## src/rtl/spi_sclk_gen.sv

```systemverilog
// SPI serial-clock generator: CPOL/CPHA modes, programmable divider and character length,
// registered sample/shift strobes, self-terminating transfer, abort. SPI_CS_DELAY_EN adds cs_n with setup/hold.
module spi_sclk_gen #(
  parameter int DIV_WIDTH = 8,
  parameter int LEN_WIDTH = 5,
  parameter int CS_SETUP  = 2,
  parameter int CS_HOLD   = 2
) (
  input  logic                 sys_clk,
  input  logic                 rst_n,
  input  logic [DIV_WIDTH-1:0] divider,
  input  logic [LEN_WIDTH-1:0] char_len,
  input  logic                 cpol,
  input  logic                 cpha,
  input  logic                 go,
  input  logic                 stop,
  output logic                 sclk,
  output logic                 sample_stb,
  output logic                 shift_stb,
  output logic                 busy,
  output logic                 done
`ifdef SPI_CS_DELAY_EN
  ,
  output logic                 cs_n
`endif
);

  // Edge counter must reach 2*2^LEN_WIDTH; the shared counter also times CS setup/hold.
  localparam int EDGE_W = LEN_WIDTH + 2;
  localparam int CS_W   = $clog2(CS_SETUP + CS_HOLD + 1);
  localparam int CNT_W  = (DIV_WIDTH > CS_W) ? DIV_WIDTH : CS_W;

  typedef enum logic [1:0] {
    S_IDLE,
    S_RUN
`ifdef SPI_CS_DELAY_EN
    ,
    S_SETUP,
    S_HOLD
`endif
  } state_e;

  state_e               state_q, state_d;
  logic [CNT_W-1:0]     cnt_q, cnt_d;
  logic [DIV_WIDTH-1:0] half_q, half_d;
  logic [EDGE_W-1:0]    edge_q, edge_d, total_q, total_d;
  logic                 cpol_q, cpol_d, cpha_q, cpha_d;
  logic                 sclk_q, sclk_d, sample_q, sample_d, shift_q, shift_d, done_q, done_d;
`ifdef SPI_CS_DELAY_EN
  logic                 cs_n_q, cs_n_d;
`endif

  logic                 step_en, do_abort, do_finish;
  logic [CNT_W-1:0]     step_cnt;
  logic [EDGE_W-1:0]    step_edge, next_edge;

  function automatic logic [DIV_WIDTH-1:0] half_of(input logic [DIV_WIDTH-1:0] div);
    logic [DIV_WIDTH-1:0] h;
    h = div >> 1;
    return (h == '0) ? DIV_WIDTH'(1) : h;
  endfunction

  function automatic logic [EDGE_W-1:0] edges_of(input logic [LEN_WIDTH-1:0] len);
    logic [LEN_WIDTH:0] n;
    n = (len == '0) ? {1'b1, {LEN_WIDTH{1'b0}}} : {1'b0, len};
    return {n, 1'b0};
  endfunction

  always_comb begin
    // NOTE: every variable written here gets a default first, so no path can infer a latch.
    state_d   = state_q;
    cnt_d     = cnt_q;
    half_d    = half_q;
    edge_d    = edge_q;
    total_d   = total_q;
    cpol_d    = cpol_q;
    cpha_d    = cpha_q;
    sclk_d    = sclk_q;
    sample_d  = 1'b0;
    shift_d   = 1'b0;
    done_d    = 1'b0;
`ifdef SPI_CS_DELAY_EN
    cs_n_d    = cs_n_q;
`endif
    step_en   = 1'b0;
    do_abort  = 1'b0;
    do_finish = 1'b0;
    step_cnt  = cnt_q;
    step_edge = edge_q;

    case (state_q)
      S_IDLE: begin
        sclk_d = cpol;
        if (go && !stop) begin
          half_d    = half_of(divider);
          total_d   = edges_of(char_len);
          cpol_d    = cpol;
          cpha_d    = cpha;
          edge_d    = '0;
          step_edge = '0;
          step_cnt  = CNT_W'(half_d) - CNT_W'(1);
`ifdef SPI_CS_DELAY_EN
          cs_n_d = 1'b0;
          if (CS_SETUP > 0) begin
            state_d = S_SETUP;
            cnt_d   = CNT_W'(CS_SETUP - 1);
          end else begin
            state_d = S_RUN;
            step_en = 1'b1;
          end
`else
          state_d = S_RUN;
          step_en = 1'b1;
`endif
        end
      end
`ifdef SPI_CS_DELAY_EN
      S_SETUP: begin
        if (stop) begin
          do_abort = 1'b1;
        end else if (cnt_q == '0) begin
          state_d  = S_RUN;
          step_en  = 1'b1;
          step_cnt = CNT_W'(half_q) - CNT_W'(1);
        end else begin
          cnt_d = cnt_q - CNT_W'(1);
        end
      end
      S_HOLD: begin
        if (stop)              do_abort  = 1'b1;
        else if (cnt_q == '0)  do_finish = 1'b1;
        else                   cnt_d     = cnt_q - CNT_W'(1);
      end
`endif
      S_RUN: begin
        if (stop) begin
          do_abort = 1'b1;
        end else if (edge_q == total_q) begin
`ifdef SPI_CS_DELAY_EN
          if (CS_HOLD > 1) begin
            state_d = S_HOLD;
            cnt_d   = CNT_W'(CS_HOLD - 2);
          end else begin
            do_finish = 1'b1;
          end
`else
          do_finish = 1'b1;
`endif
        end else begin
          step_en = 1'b1;
        end
      end
      default: state_d = S_IDLE;
    endcase

    // One half-period tick; sclk is derived from edge parity so it cannot drift from cpol.
    next_edge = step_edge + EDGE_W'(1);
    if (step_en) begin
      if (step_cnt == '0) begin
        edge_d = next_edge;
        cnt_d  = CNT_W'(half_d) - CNT_W'(1);
        sclk_d = cpol_d ^ next_edge[0];
        if (cpha_d) begin
          shift_d  = next_edge[0];
          sample_d = ~next_edge[0];
        end else begin
          sample_d = next_edge[0];
          shift_d  = ~next_edge[0] && (next_edge != total_d);
        end
      end else begin
        cnt_d = step_cnt - CNT_W'(1);
      end
    end

    if (do_abort || do_finish) begin
      state_d = S_IDLE;
      sclk_d  = cpol_q;
      done_d  = do_finish;
`ifdef SPI_CS_DELAY_EN
      cs_n_d  = 1'b1;
`endif
    end
  end

  // NOTE: non-blocking assignments so every register samples pre-edge values.
  always_ff @(posedge sys_clk or negedge rst_n) begin
    if (!rst_n) begin
      state_q  <= S_IDLE;
      cnt_q    <= '0;
      half_q   <= DIV_WIDTH'(1);
      edge_q   <= '0;
      total_q  <= '0;
      cpol_q   <= 1'b0;
      cpha_q   <= 1'b0;
      sclk_q   <= 1'b0;
      sample_q <= 1'b0;
      shift_q  <= 1'b0;
      done_q   <= 1'b0;
`ifdef SPI_CS_DELAY_EN
      cs_n_q   <= 1'b1;
`endif
    end else begin
      state_q  <= state_d;
      cnt_q    <= cnt_d;
      half_q   <= half_d;
      edge_q   <= edge_d;
      total_q  <= total_d;
      cpol_q   <= cpol_d;
      cpha_q   <= cpha_d;
      sclk_q   <= sclk_d;
      sample_q <= sample_d;
      shift_q  <= shift_d;
      done_q   <= done_d;
`ifdef SPI_CS_DELAY_EN
      cs_n_q   <= cs_n_d;
`endif
    end
  end

  assign sclk       = sclk_q;
  assign sample_stb = sample_q;
  assign shift_stb  = shift_q;
  assign done       = done_q;
  assign busy       = (state_q != S_IDLE);
`ifdef SPI_CS_DELAY_EN
  assign cs_n       = cs_n_q;
`endif

endmodule

```

## config.mk

```make
export PLATFORM = sky130hd
export DESIGN_NAME = spi_sclk_gen
export DESIGN_NICKNAME = d
export VERILOG_FILES = /design/src/rtl/spi_sclk_gen.sv
export SDC_FILE = /design/constraint.sdc
export NUM_CORES = 1
export LEC_CHECK = 0
export CAP_MARGIN = 20
export CELL_PAD_IN_SITES_DETAIL_PLACEMENT = 0
export CELL_PAD_IN_SITES_GLOBAL_PLACEMENT = 1
export CORE_UTILIZATION = 44
export CTS_CLUSTER_SIZE = 8
export DETAILED_ROUTE_END_ITERATION = 10
export GPL_TIMING_DRIVEN = 0
export PLACE_DENSITY = 0.85
export SLEW_MARGIN = 20
export SYNTH_ARGS = -nofsm -noshare
export SYNTH_HDL_FRONTEND = slang
export SYNTH_SLANG_ARGS = --single-unit
```

## constraint.sdc

```tcl
create_clock -name sys_clk -period 3.55 [get_ports sys_clk]
set_input_delay 0.355 -clock sys_clk [delete_from_list [all_inputs] [get_ports sys_clk]]
set_output_delay 0.355 -clock sys_clk [all_outputs]
set_load 0.02 [all_outputs]
```

==> reports/results.ini, run 1 <==
[synthesis]
synth_cell_types=58
synth_nets=277
ys.flop_type=dfrtp_1
synth_cells=255
ys_seq_elements=37
synth.cell_area_mm2=0.00234
syn_avg_cell_area_um2=9.18
ys_seq_area_share_pct=39.6
yosysWarnings=0
synth-async-reset-ratio_pct=100
synth_edf_count=0

[detailed_routing]
ant_nets=0
route.detailed.drc=0
via_count=2065
drtIter0Drc=124
wl_per_cell_um=15.4
drt_pass1_iterations=4
routed_via_density=5.57
wirelength_um=5720

[global_route]
grt_first_pass_wirelength_um=9270
grt_pass1_vias=1984
gr-usage-all-layers_pct=22.1
antenna_found_initial=0
grt_overflow_total=0
grt_max_degree=21

[cells_and_area]
fin_util_pct=57.1
final_area_mm2=0.00292
diodes=0
final_nets=322
area_growth_pct=24.7
drive_gt1_share_pct=19.9
nFillCells=488

[power_and_ir_drop]
powerDensity_mw_per_mm2=507
internal_power_mw=0.946
power_frac_clock_pct=22.0
p_sw_mw=0.532
pwr-share-seq_pct=36.9
switching_share_pct=36.0
p_leak_nw=1.30
pwr-share-comb_pct=41.1
vdd_drop_max_mv=0.242

[sta]
worst_pin_slew_ns=0.599
rsz0062_at_grt=false
finalCritPeriodShare_pct=96.3
hold_violations=0
fin_crit_ns=3.42
slew_violations=0
slew_headroom_pct=59.6
clock_skew_ns=0.00428
fmax_ghz=0.292
setup_violations=0
hold-worst-slack_ns=0.00547

[clocking]
cts_hold_buf=0
clk_latency_ns=0.29
cts.sinks=37
htreeDepth=2
root_buffer=clkbuf_8
clk_pin_slew_ns=0.07
tritoncts=yes
cts_buffers=5
cts.path.max_buffers=2

[worst_setup_path]
cpPeakStageDelay_ns=0.50
required_ns=3.73
start_kind=primary input
timing.critical_path.buf_inv=2
critPathArrivalTime_ns=3.60
worst_path_max_delay_cell=clkdlybuf4s50_1
crit_chain=clkdlybuf4s50_1 > nor3b_4 > mux2i_1 > nand4b_1 > nor4_4 > buf_4 > a311oi_1 > a31o_2 > ha_2 > nand2_2 > a21oi_1 > and4bb_1 > a221o_1
cp-end-kind=flip-flop
path_class=in -> reg
path_max_fanout=5
crit_family=simple AND/OR/NAND/NOR gates

[placed_design]
io_buffers=22
post_dp_cell_area_mm2=0.00267
dp_hpwl_um=4050
routabilityCongestion=0.911

[floorplan]
rows=26
pin_count=24
die_x_um=74.9
die_area_mm2=0.00561
core_area_mm2=0.00511
fp.dieH_um=74.9
initial_core_util_pct=45.8

[hold_path]
min_path_type=in -> async

[run_status]
status=completed

[job]
cap_violations=0

==> power by group through the flow <==
stage | logic, mW | clock network (mW) | registers [mW]
5_1_grt | 0.665 | 0.354 | 0.554
3_3_place_gp | 0.492 | 0 | 0.552
2_1_floorplan | 0.366 | 0 | 0.545
3_5_place_dp | 0.502 | 0 | 0.554
6_report | 0.608 | 0.325 | 0.546
4_1_cts | 0.565 | 0.332 | 0.546
==> area by class of cell <==
| cell class | instances | area (um^2) | area share [%] |
|---|---|---|---|
| Sequential cell | 37 | 927 | 31.8 |
| Multi-Input combinational cell | 198 | 1380 | 47.2 |
| Buffer | 11 | 62.6 | 2.14 |
| Clock buffer | 7 | 96.3 | 3.30 |
| Timing Repair Buffer | 38 | 328 | 11.2 |
| Tap cell | 70 | 87.6 | 3.00 |
| Inverter | 9 | 33.8 | 1.16 |
| Clock inverter | 1 | 5.00 | 0.172 |
==> per-layer routing <==
| metal | GRT usage (%) | share of wire [%] |
|---|---|---|
| met5 | 0 | 0 |
| met4 | 7.55 | 1.9 |
| met3 | 4.95 | 3.3 |
| met2 | 34.5 | 47 |
| met1 | 30.1 | 48 |
==> cell usage in the layout (no fill, tap or decap), drive strengths merged, types with 4 or more instances in the layout <==
master,instances
inv,8
clkbuf,17
mux2i,11
mux2,4
clkdlybuf4s50,14
nand2b,4
buf,24
a21oi,7
nor3,8
nand2,44
nand4,8
xnor2,14
nor2,18
dfrtp,36
xor2,12
a31oi,5
and2,4
o21ai,15
==> flip-flops by register name, indices dropped and copies added (netlist names) <==
register / count
cnt_q: 8
half_q: 8
edge_q: 7
total_q: 7
cpha_q: 1
cpol_q: 1
done: 1
sample_stb: 1
sclk: 1
shift_stb: 1
state_q: 1
==> path summary, 6_finish.rpt <==
kind,startpoint,endpoint,slack [ns],cells after the start
worst min register to register,cnt_q[2]$_DFFE_PN0P_,cnt_q[2]$_DFFE_PN0P_,0.49,2
worst max register to register,state_q[0]$_DFFE_PN0P_,cnt_q[6]$_DFFE_PN0P_,0.20,13
worst min-delay path,rst_n,cpha_q$_DFF_PN0_,0.005,1
min in group sys_clk,divider[7],half_q[6]$_DFF_PN0_,0.37,3
max in group asynchronous,rst_n,half_q[0]$_DFF_PN1_,3.01,2
worst max-delay path,stop,cnt_q[6]$_DFFE_PN0P_,0.13,13
==> cells in the mapped netlist (5+ instances only) <==
library cell  instances  area share [%]
inv_1                 8             1.3
dfrtp_1              36              39
nand4_1               8             2.1
nor2_1               18             2.9
o21ai_0              13             2.8
a21oi_1               7             1.5
clkbuf_1              5            0.80
mux2i_1              11             4.7
nor3_1                8             1.7
xnor2_1              14             5.2
nand2_1              44             7.1
xor2_1               12             4.5
==> logic make-up after synthesis <==
| family | share of synthesized area, % |
|---|---|
| simple gates | 23.4 |
| compound gates | 15.0 |
| flops | 39.6 |
| xor+xnor | 9.73 |
| buf+inv | 3.96 |
| mux | 6.63 |
| fa+ha+maj | 1.60 |
==> repair_timing <==
action | in CTS | in global routing
hold endpoints to repair | 0 | 0
gates resized for setup | 13 | 20
setup endpoints to repair | 8 | 2
pin swaps | 6 | 5
setup buffers | 12 | 3
==> through the flow <==
| stage | total power [mW] | setup slack (ns) | cells | setup TNS, ns |
|---|---|---|---|---|
| after floorplan | 0.911 | 0.155 | 255 | 0 |
| after global placement | 1.04 | -1.03 | 347 | -5.72 |
| after detailed placement | 1.06 | -1.05 | 348 | -6.20 |
| after CTS | 1.44 | 0.0121 | 368 | 0 |
| after global routing | 1.57 | 0.0214 | 371 | 0 |
| final | 1.48 | 0.131 | 371 | 0 |
Power figures use the tool's default switching activity.
==> inputs of run 2 (changes only) <==
--- a/config.mk
+++ b/config.mk
@@ -12,7 +12,7 @@
 export CTS_CLUSTER_SIZE = 8
 export DETAILED_ROUTE_END_ITERATION = 10
 export GPL_TIMING_DRIVEN = 0
-export PLACE_DENSITY = 0.85
+export PLACE_DENSITY_LB_ADDON = 0.1
 export SLEW_MARGIN = 20
 export SYNTH_ARGS = -nofsm -noshare
 export SYNTH_HDL_FRONTEND = slang
==> reports/results.ini, run 2 (synthesized netlist as in run 1, its figures left out) <==
[run_status]
status=completed

[cells_and_area]
area_growth_pct=24.3
diodes=0
final_nets=317
mostFrequentLayoutCells=nand2_1 (43), dfrtp_1 (36), nor2_1 (18)
top_regs=cnt_q (8), half_q (8)
drive_gt1_share_pct=15.9
fin_cells=366
mostFrequentLayoutCell=nand2_1

[sta]
hold-worst-slack_ns=0.480
rsz0062_at_grt=true
fin_crit_ns=3.43
worst_pin_slew_ns=0.655
setup_violations=0
slew_headroom_pct=55.9
fmax_ghz=0.292
hold_violations=0
clock_skew_ns=0.00243
slew_violations=0
finalCritPeriodShare_pct=96.5

[worst_setup_path]
path_max_fanout=7
crit_chain=dlygate4sd2_1 > nor3_2 > a21o_1 > inv_1 > ha_1 > xor2_1 > mux2i_1 > nand4b_1 > nor4_4 > buf_4 > a311oi_1 > a31o_2 > ha_1 > nand2_2 > a21oi_2 > and4bb_1 > a221o_1
required_ns=3.73
worst_path_max_delay_cell=dlygate4sd2_1
critPathArrivalTime_ns=3.60
start_kind=primary input
cpPeakStageDelay_ns=0.32
cp-end-kind=flip-flop
crit_path_frequent_cell=ha_1
path_class=in -> reg

[clocking]
htreeDepth=2
tritoncts=yes
clk_pin_slew_ns=0.08
cts.sinks=37
root_buffer=clkbuf_8
clk_latency_ns=0.29
cts_buffers=5
cts.path.max_buffers=2

[placed_design]
dpl.cell_count=348
routabilityCongestion=0.839
io_buffers=22
dp_hpwl_um=4070

[global_route]
gr-usage-all-layers_pct=22.7
antenna_found_initial=0
grt_max_degree=26
grt_first_pass_wirelength_um=9400
grt_overflow_total=0
grt_pass1_vias=1865

[floorplan]
initial_core_util_pct=45.8
fp.dieH_um=74.9
pin_count=24
core_area_mm2=0.00511
die_x_um=74.9
rows=26
die_area_mm2=0.00561

[detailed_routing]
drt_pass1_iterations=4
wirelength_um=5660
route.detailed.drc=0
via_count=1974
routed_via_density=5.39
ant_nets=0
wl_per_cell_um=15.5
drtIter0Drc=114

[job]
cap_violations=0

[hold_path]
min_path_type=reg -> reg

[power_and_ir_drop]
p_leak_nw=1.27
powerDensity_mw_per_mm2=508
vdd_drop_max_mv=0.234

==> run 2: changes by cell type in the layout (fill, tap and decap cells not counted), sizes merged <==
cell	before	now
buf	24	17
bufinv	0	1
clkbuf	17	11
clkdlybuf4s50	14	15
dlygate4sd2	0	6
dlygate4sd3	0	1
dlymetal6s2s	1	0
==> run 2: per-stage QoR <==
| step | instance area, um^2 | utilization (%) | setup TNS (ns) | setup WS, ns | total power [mW] |
|---|---|---|---|---|---|
| 5_1_grt | 2910 | 57.0 | -0.0370 | -0.0370 | 1.57 |
| 3_3_place_gp | 2650 | 51.8 | -6.05 | -1.06 | 1.05 |
| 6_report | 2910 | 57.0 | 0 | 0.123 | 1.48 |
| 4_1_cts | 2860 | 56.1 | 0 | 0.00546 | 1.47 |
| 2_1_floorplan | 2340 | - | 0 | 0.155 | 0.911 |
| 3_5_place_dp | 2660 | 52.1 | -5.54 | -1.03 | 1.06 |
==> run 2: final timing paths <==
check                           cells past startpoint                    to              startpoint  slack (ns)
worst min-delay path                                2   half_q[5]$_DFF_PN0_     half_q[5]$_DFF_PN0_        0.48
worst min register to register                      2   half_q[5]$_DFF_PN0_     half_q[5]$_DFF_PN0_        0.48
worst max register to register                     13  cnt_q[6]$_DFFE_PN0P_  state_q[0]$_DFFE_PN0P_        0.23
worst max-delay path                               17  cnt_q[6]$_DFFE_PN0P_              divider[7]        0.12
min in group asynchronous                           2   half_q[5]$_DFF_PN0_                   rst_n        0.51
max in group asynchronous                           3  total_q[2]$_DFF_PN0_                   rst_n        2.60
==> run 2: area by class of cell <==
type,count,area [um^2]
fill,497,2200
multi-input combinational,198,1380
sequential,37,927
timing repair buffer,33,305
tap,70,87.6
clock buffer,6,72.6
buffer,11,62.6
clock inverter,2,38.8
inverter,9,33.8
==> run 2: what timing repair did <==
action	4_1_cts	5_1_grt
buffers inserted	8	1
pin swaps	4	6
gates resized for setup	11	7
hold buffers	1	0
endpoints found under the hold margin	11	0
setup endpoints to repair	8	2
==> run 2: worst max-delay path: cells and delay by family <==
| family | cells | cell delay [ns] |
|---|---|---|
| buf+inv | 3 | 0.56 |
| xor+xnor | 1 | 0.15 |
| simple gates | 5 | 1.09 |
| compound gates | 5 | 0.81 |
| fa+ha+maj | 2 | 0.44 |
| mux | 1 | 0.20 |
==> run 2: where the power goes <==
part	switching (mW)	total, mW	internal [mW]
clock	0.162	0.373	0.211
sequential	0.0477	0.545	0.497
combinational	0.318	0.560	0.242
==> run 2: routing by layer <==
| layer | wire length [um] | global-route usage [%] | part of all wire [%] | up-vias |
|---|---|---|---|---|
| met5 | 0 | 0 | 0 | - |
| met4 | 35 | 4.40 | 0.62 | 0 |
| li1 | - | - | - | 984 |
| met2 | 2530 | 35.3 | 45 | 48 |
| met1 | 2810 | 32.6 | 50 | 938 |
| met3 | 288 | 4.82 | 5.1 | 4 |
